## src/rtl/vpifo_pop_scheduler.sv

```systemverilog
// ---------------------------------------------------------------------------
// vpifo_pop_scheduler
// Weighted round-robin pop scheduler in front of a shared multi-tree vPIFO.
// Tracks per-tree occupancy, gates upstream pushes against tree capacity and
// the task-FIFO full flag, and issues spaced pop strobes tagged with a tree id.
//
// Ports:
//   i_clk, i_arst_n        clock, asynchronous active-low reset
//   i_push, i_push_tree_id upstream push request and its target tree
//   o_push_ready           combinational push acceptance
//   o_push                 accepted push forwarded to the PIFO
//   i_task_fifo_full       PIFO task FIFO full
//   i_sched_en             scheduler enable
//   i_weight_wr/_tree_id/_data  per-tree weight write (0 disables a tree)
//   o_pop, o_pop_tree_id   pop strobe and tree id, decoded from state
//   o_tree_nonempty        per-tree occupancy != 0
// ---------------------------------------------------------------------------
module vpifo_pop_scheduler #(
  parameter int TREE_NUM      = 5,
  parameter int TREE_NUM_BITS = $clog2(TREE_NUM),
  parameter int CNT_W         = 12,
  parameter int TREE_CAP      = 1024,
  parameter int WEIGHT_W      = 4,
  parameter int POP_GAP       = 2
) (
  input  logic                     i_clk,
  input  logic                     i_arst_n,
  input  logic                     i_push,
  input  logic [TREE_NUM_BITS-1:0] i_push_tree_id,
  output logic                     o_push_ready,
  output logic                     o_push,
  input  logic                     i_task_fifo_full,
  input  logic                     i_sched_en,
  input  logic                     i_weight_wr,
  input  logic [TREE_NUM_BITS-1:0] i_weight_tree_id,
  input  logic [WEIGHT_W-1:0]      i_weight_data,
  output logic                     o_pop,
  output logic [TREE_NUM_BITS-1:0] o_pop_tree_id,
  output logic [TREE_NUM-1:0]      o_tree_nonempty
);

  localparam int GAP_W = (POP_GAP > 2) ? $clog2(POP_GAP - 1) : 1;
  localparam logic [GAP_W-1:0] GAP_LAST = GAP_W'((POP_GAP > 1) ? (POP_GAP - 2) : 0);
  localparam logic [TREE_NUM_BITS-1:0] TREE_LAST = TREE_NUM_BITS'(TREE_NUM - 1);

  typedef enum logic [1:0] {
    ST_IDLE  = 2'd0,
    ST_SERVE = 2'd1,
    ST_GAP   = 2'd2
  } state_t;

  state_t                     state_r, state_nxt_s;
  logic [TREE_NUM_BITS-1:0]   ptr_r, ptr_nxt_s;
  logic [TREE_NUM_BITS-1:0]   cur_r, cur_nxt_s;
  logic [WEIGHT_W-1:0]        credit_r, credit_nxt_s;
  logic [GAP_W-1:0]           gap_cnt_r, gap_cnt_nxt_s;
  logic [CNT_W-1:0]           occ_r     [TREE_NUM];
  logic [CNT_W-1:0]           occ_nxt_s [TREE_NUM];
  logic [WEIGHT_W-1:0]        weight_r  [TREE_NUM];
  logic [TREE_NUM-1:0]        nonempty_r;
  logic                       push_ready_s;
  logic                       push_acc_s;
  logic                       pop_s;
  logic                       scan_found_s;
  logic [TREE_NUM_BITS-1:0]   scan_tree_s;

  // Round-robin successor of a tree id.
  function automatic logic [TREE_NUM_BITS-1:0] next_tree(input logic [TREE_NUM_BITS-1:0] t);
    if (t == TREE_LAST) begin
      next_tree = {TREE_NUM_BITS{1'b0}};
    end else begin
      next_tree = t + TREE_NUM_BITS'(1);
    end
  endfunction

  assign pop_s = (state_r == ST_SERVE);

  // Push acceptance: fifo not full, valid tree id, tree below capacity.
  always_comb begin
    push_ready_s = 1'b0;
    if (!i_task_fifo_full && (int'(i_push_tree_id) < TREE_NUM)) begin
      push_ready_s = (occ_r[i_push_tree_id] < CNT_W'(TREE_CAP));
    end else begin
      push_ready_s = 1'b0;
    end
    push_acc_s = i_push & push_ready_s;
  end

  // Occupancy next value; a push and a pop on the same tree cancel out.
  always_comb begin
    for (int t = 0; t < TREE_NUM; t++) begin
      case ({push_acc_s && (i_push_tree_id == TREE_NUM_BITS'(t)),
             pop_s && (cur_r == TREE_NUM_BITS'(t))})
        2'b10:   occ_nxt_s[t] = occ_r[t] + CNT_W'(1);
        2'b01:   occ_nxt_s[t] = occ_r[t] - CNT_W'(1);
        default: occ_nxt_s[t] = occ_r[t];
      endcase
    end
  end

  // Scan from ptr for the first tree that is nonempty and has nonzero weight.
  always_comb begin
    logic [TREE_NUM_BITS-1:0] idx_s;
    scan_found_s = 1'b0;
    scan_tree_s  = ptr_r;
    idx_s        = ptr_r;
    for (int k = 0; k < TREE_NUM; k++) begin
      if (!scan_found_s && (occ_r[idx_s] != '0) && (weight_r[idx_s] != '0)) begin
        scan_found_s = 1'b1;
        scan_tree_s  = idx_s;
      end else begin
        scan_tree_s  = scan_tree_s;
      end
      idx_s = next_tree(idx_s);
    end
  end

  // Next-state logic: IDLE scan, one-cycle SERVE, GAP countdown, continue rule.
  always_comb begin
    state_nxt_s   = state_r;
    ptr_nxt_s     = ptr_r;
    cur_nxt_s     = cur_r;
    credit_nxt_s  = credit_r;
    gap_cnt_nxt_s = gap_cnt_r;
    case (state_r)
      ST_IDLE: begin
        if (i_sched_en && scan_found_s) begin
          cur_nxt_s    = scan_tree_s;
          credit_nxt_s = weight_r[scan_tree_s];
          state_nxt_s  = ST_SERVE;
        end else begin
          state_nxt_s  = ST_IDLE;
        end
      end
      ST_SERVE: begin
        credit_nxt_s = credit_r - WEIGHT_W'(1);
        if (POP_GAP > 1) begin
          gap_cnt_nxt_s = {GAP_W{1'b0}};
          state_nxt_s   = ST_GAP;
        end else if ((credit_r != WEIGHT_W'(1)) && (occ_nxt_s[cur_r] != '0) && i_sched_en) begin
          state_nxt_s   = ST_SERVE;
        end else begin
          ptr_nxt_s     = next_tree(cur_r);
          state_nxt_s   = ST_IDLE;
        end
      end
      ST_GAP: begin
        if (gap_cnt_r != GAP_LAST) begin
          gap_cnt_nxt_s = gap_cnt_r + GAP_W'(1);
        end else if ((credit_r != '0) && (occ_r[cur_r] != '0) && i_sched_en) begin
          state_nxt_s   = ST_SERVE;
        end else begin
          ptr_nxt_s     = next_tree(cur_r);
          state_nxt_s   = ST_IDLE;
        end
      end
      default: begin
        state_nxt_s = ST_IDLE;
      end
    endcase
  end

  // FSM state and scheduling registers.
  always_ff @(posedge i_clk or negedge i_arst_n) begin
    if (!i_arst_n) begin
      state_r   <= ST_IDLE;
      ptr_r     <= {TREE_NUM_BITS{1'b0}};
      cur_r     <= {TREE_NUM_BITS{1'b0}};
      credit_r  <= {WEIGHT_W{1'b0}};
      gap_cnt_r <= {GAP_W{1'b0}};
    end else begin
      state_r   <= state_nxt_s;
      ptr_r     <= ptr_nxt_s;
      cur_r     <= cur_nxt_s;
      credit_r  <= credit_nxt_s;
      gap_cnt_r <= gap_cnt_nxt_s;
    end
  end

  // Occupancy counters, nonempty flags and weight table.
  always_ff @(posedge i_clk or negedge i_arst_n) begin
    if (!i_arst_n) begin
      for (int t = 0; t < TREE_NUM; t++) begin
        occ_r[t]    <= {CNT_W{1'b0}};
        weight_r[t] <= WEIGHT_W'(1);
      end
      nonempty_r <= {TREE_NUM{1'b0}};
    end else begin
      for (int t = 0; t < TREE_NUM; t++) begin
        occ_r[t]      <= occ_nxt_s[t];
        nonempty_r[t] <= (occ_nxt_s[t] != '0);
      end
      if (i_weight_wr && (int'(i_weight_tree_id) < TREE_NUM)) begin
        weight_r[i_weight_tree_id] <= i_weight_data;
      end
    end
  end

  // Output decode from registered state.
  always_comb begin
    o_pop           = pop_s;
    o_pop_tree_id   = cur_r;
    o_tree_nonempty = nonempty_r;
    o_push_ready    = push_ready_s;
    o_push          = push_acc_s;
  end

endmodule

```

## config.mk

```make
export PLATFORM = sky130hd
export DESIGN_NAME = vpifo_pop_scheduler
export DESIGN_NICKNAME = d
export VERILOG_FILES = /design/src/rtl/vpifo_pop_scheduler.sv
export SDC_FILE = /design/constraint.sdc
export NUM_CORES = 1
export LEC_CHECK = 0
export CAP_MARGIN = 25
export CORE_MARGIN = 8
export CORE_UTILIZATION = 35
export CTS_BUF_LIST = sky130_fd_sc_hd__clkbuf_2 sky130_fd_sc_hd__clkbuf_4 sky130_fd_sc_hd__clkbuf_8
export DETAILED_ROUTE_END_ITERATION = 7
export SLEW_MARGIN = 20
export SYNTH_ARGS = -nofsm -noshare
export SYNTH_HDL_FRONTEND = slang
export SYNTH_SLANG_ARGS = --single-unit
```

## constraint.sdc

```tcl
create_clock -name i_clk -period 13.1 [get_ports i_clk]
set_input_delay 3.93 -clock i_clk [delete_from_list [all_inputs] [get_ports i_clk]]
set_output_delay 3.93 -clock i_clk [all_outputs]
set_load 0.01 [all_outputs]
```

==> flow_metrics.py <==
metrics = {
    "global_route": {
        "grt_max_degree": 52,
        "grt_pass1_vias": 6582,
        "grt.overflow.total": 0,
        "antenna_found_initial": 0,
        "grt_usage": 0.152,
        "grt_pass1_wl_um": 34700,
    },
    "detailed_routing": {
        "wl_um": 20900,
        "drt_pass1_iterations": 5,
        "ant_nets": 0,
        "dr.first_iter.drc_count": 392,
        "post_drt_wl_per_cell_um": 17.1,
        "drt-vias-per-instance": 5.61,
        "drc_errors": 0,
        "routed-via-count": 6841,
    },
    "cells_and_area": {
        "nNetsFinal": 1018,
        "final_area_um2": 8640,
        "layout_common_cells": "nand2_1, o21ai_0, dfrtp_1, ha_1, nor2_1",
        "fin_util": 0.387,
        "mostFrequentLayoutCell": "nand2_1",
        "layout-drive-gt1-share": 0.0749,
        "antenna_cells": 0,
        "syn2layout_area_growth_pct": 9.49,
    },
    "cts": {
        "cts_made_buffers": 9,
        "cts_max_level": 3,
        "cts.repair.resized": 0,
        "cts.root.buffer_cell": "clkbuf_8",
        "clkTransAtPathRegs_ns": 0.10,
        "numClockSinks": 97,
        "clk_latency_ns": 0.39,
        "post-cts-setup-buffer-count": 0,
        "clk_path_buf_depth": 2,
        "cts_tree": "yes",
        "holdBufCountCts": 0,
    },
    "floorplanning": {
        "core-area_um2": 22400,
        "die_area_um2": 27600,
        "ios": 27,
        "rows": 55,
        "die_x_um": 166,
        "die_h_um": 166,
        "initial_core_util": 0.353,
    },
    "synth": {
        "netlist_instances": 913,
        "ys_async_sr_fraction": 1.00,
        "synth_compound_area_frac": 0.226,
        "syn_area_per_cell_um2": 8.65,
        "yosys.area_share.simple": 0.194,
        "synthFlopType": "dfrtp_1",
        "synth-edff-count": 0,
        "netlist_area_um2": 7900,
        "synth_warnings": 0,
        "synth_cell_types": 82,
        "synthMuxAreaShare": 0.0590,
        "synth-xor-area-share": 0.0510,
        "seq_area_frac_synth": 0.308,
        "synth_nets": 1001,
        "ys_seq_elements": 97,
        "synthAdderAreaFrac": 0.119,
        "synth_top_family_by_area": "compound AO/OA/AOI/OAI gates",
    },
    "min_path": {
        "worstHoldStart": "occ_r[11]$_DFF_PN0_",
        "hold_path.class": "reg2reg",
    },
    "timing": {
        "slew_headroom": 0.273,
        "tightestPinTransition_ns": 1.08,
        "period_share": 0.748,
        "setup_viol": 0,
        "finalMaxSlewViolations": 0,
        "finalClockSkew_ns": 0.0162,
        "rsz0062_at_grt": "no",
        "max_clock_freq_mhz": 102,
        "hold_viol": 0,
        "fin_setup_tns_ns": 0,
        "min_period_ns": 9.80,
    },
    "setup_path": {
        "crit_slowest_cell": "clkdlybuf4s50_1",
        "cpPeakStageDelay_ns": 0.54,
        "worstSetupPathType": "in2out",
        "cp-start-kind": "input port",
        "startpoint": "i_push_tree_id[1]",
        "endpoint_kind": "output port",
        "worstPathCellList": "clkdlybuf4s50_1, nor3_1, a21oi_1, a211oi_1, a31oi_1, nor2_1, and2_1, clkdlybuf4s50_1",
        "crit_family": "buffers and inverters",
        "worst-path-max-fanout": 8,
        "critPathMostFrequentCell": "clkdlybuf4s50_1",
        "cp.required_ns": 9.17,
        "r2r_start": "ptr_r[0]$_DFFE_PN0P_",
        "crit_arrival_ns": 5.87,
        "timing.critical_path.buf_inv": 2,
    },
    "place": {
        "hpwl_um": 15900,
        "port_buffers": 26,
        "place_area_um2": 8420,
        "routabilityCongestion": 0.925,
    },
    "run": {
        "maxCapViolations": 0,
    },
    "run_status": {
        "status": "finished, final reports clean",
    },
}
[routing by layer]
metal / global-route usage / wire length [um] / vias to the layer above
li1: - / - / 3404
met1: 0.196 / 9540 / 3241
met2: 0.250 / 9850 / 158
met3: 0.0261 / 862 / 38
met4: 0.0581 / 603 / 0
met5: 0 / 0 / -
[cell usage after synthesis (5+ instances only)]
master	count	area, um2
clkbuf_1	18	67.6
nor4_1	22	138
inv_1	55	206
a21o_1	14	105
o31ai_1	14	105
or4_1	13	97.6
mux2_2	22	248
xor2_1	20	175
nand2b_1	11	68.8
o21ai_0	93	465
o22ai_1	7	43.8
mux2i_1	18	180
a21oi_1	41	205
ha_1	67	838
a221o_1	6	60.1
a211oi_1	13	97.6
and2_1	7	43.8
xnor2_1	26	228
a31oi_1	8	50.1
dfstp_2	5	131
and3_1	9	56.3
nor2_1	62	233
nand2_1	98	368
o21bai_1	9	67.6
nor3b_1	5	37.5
dfrtp_1	92	2300
a2111oi_0	5	43.8
fa_1	5	100
nor2b_1	8	50.1
nand4_1	5	31.3
nor3_1	26	130
a21boi_0	11	82.6
nand3_1	18	90.1
[metrics by stage]
| step | setup WS (ns) | instances | hold slack (ns) |
|---|---|---|---|
| global placement | 3.33 | 1204 | 0.506 |
| CTS | 3.29 | 1220 | 0.530 |
| floorplan | 4.21 | 913 | 0.477 |
| detailed placement | 3.30 | 1204 | 0.515 |
| global route | 3.15 | 1220 | 0.534 |
| finish | 3.30 | 1220 | 0.521 |
[final cells by class]
| cell class | count | area, um2 |
|---|---|---|
| Multi-Input combinational cell | 733 | 5120 |
| Tap cell | 285 | 357 |
| Timing Repair Buffer | 32 | 303 |
| Clock inverter | 3 | 47.5 |
| Fill cell | 2216 | 13700 |
| Inverter | 57 | 214 |
| Sequential cell | 97 | 2430 |
| Clock buffer | 13 | 173 |
[cells by family after synthesis]
logic type	count (synthesis)
AO/OA/AOI/OAI	267
flip-flops	97
XOR/XNOR	46
AND/OR/NAND/NOR	306
buffers and inverters	83
multiplexers	42
adder cells (fa/ha/maj)	72
[registers in the layout, indices dropped and copies added, names as in the netlist]
register and flops:
occ_r 60, weight_r 20, o_tree_nonempty 5, credit_r 4, o_pop_tree_id 3, ptr_r 3
state_r 2
[worst register-to-register path, cell delays in order (launching register included)]
cell and delay, ns:
dfrtp_1 0.33, buf_4 0.32, inv_2 0.21, ha_1 0.30, a21oi_1 0.62, inv_1 0.25
ha_1 0.30, o21ai_1 0.11, a22o_1 0.54, inv_2 0.27, ha_1 0.33, nor2_1 0.20
o21ai_4 0.11, and4_1 0.22, or2_1 0.32, mux2i_1 0.15, a221o_1 0.40, o211ai_4 0.27
mux2i_4 0.52, mux2i_1 0.28, o221ai_1 0.18, a221o_1 0.32
[path summary, 6_finish.rpt]
check                                                to  depth (start not counted)  slack, ns
worst min-delay path                occ_r[11]$_DFF_PN0_                          1       0.52
max in group asynchronous           occ_r[15]$_DFF_PN0_                          2       8.45
worst max-delay path                             o_push                          8       3.30
worst max register to register  credit_r[0]$_DFFE_PN0P_                         21       6.45
min in group asynchronous           occ_r[40]$_DFF_PN0_                          1       3.56
worst min register to register      occ_r[11]$_DFF_PN0_                          1       0.52
Power is not shown: default switching activity piles up to over one toggle a cycle in this logic, so the estimate is an artifact.
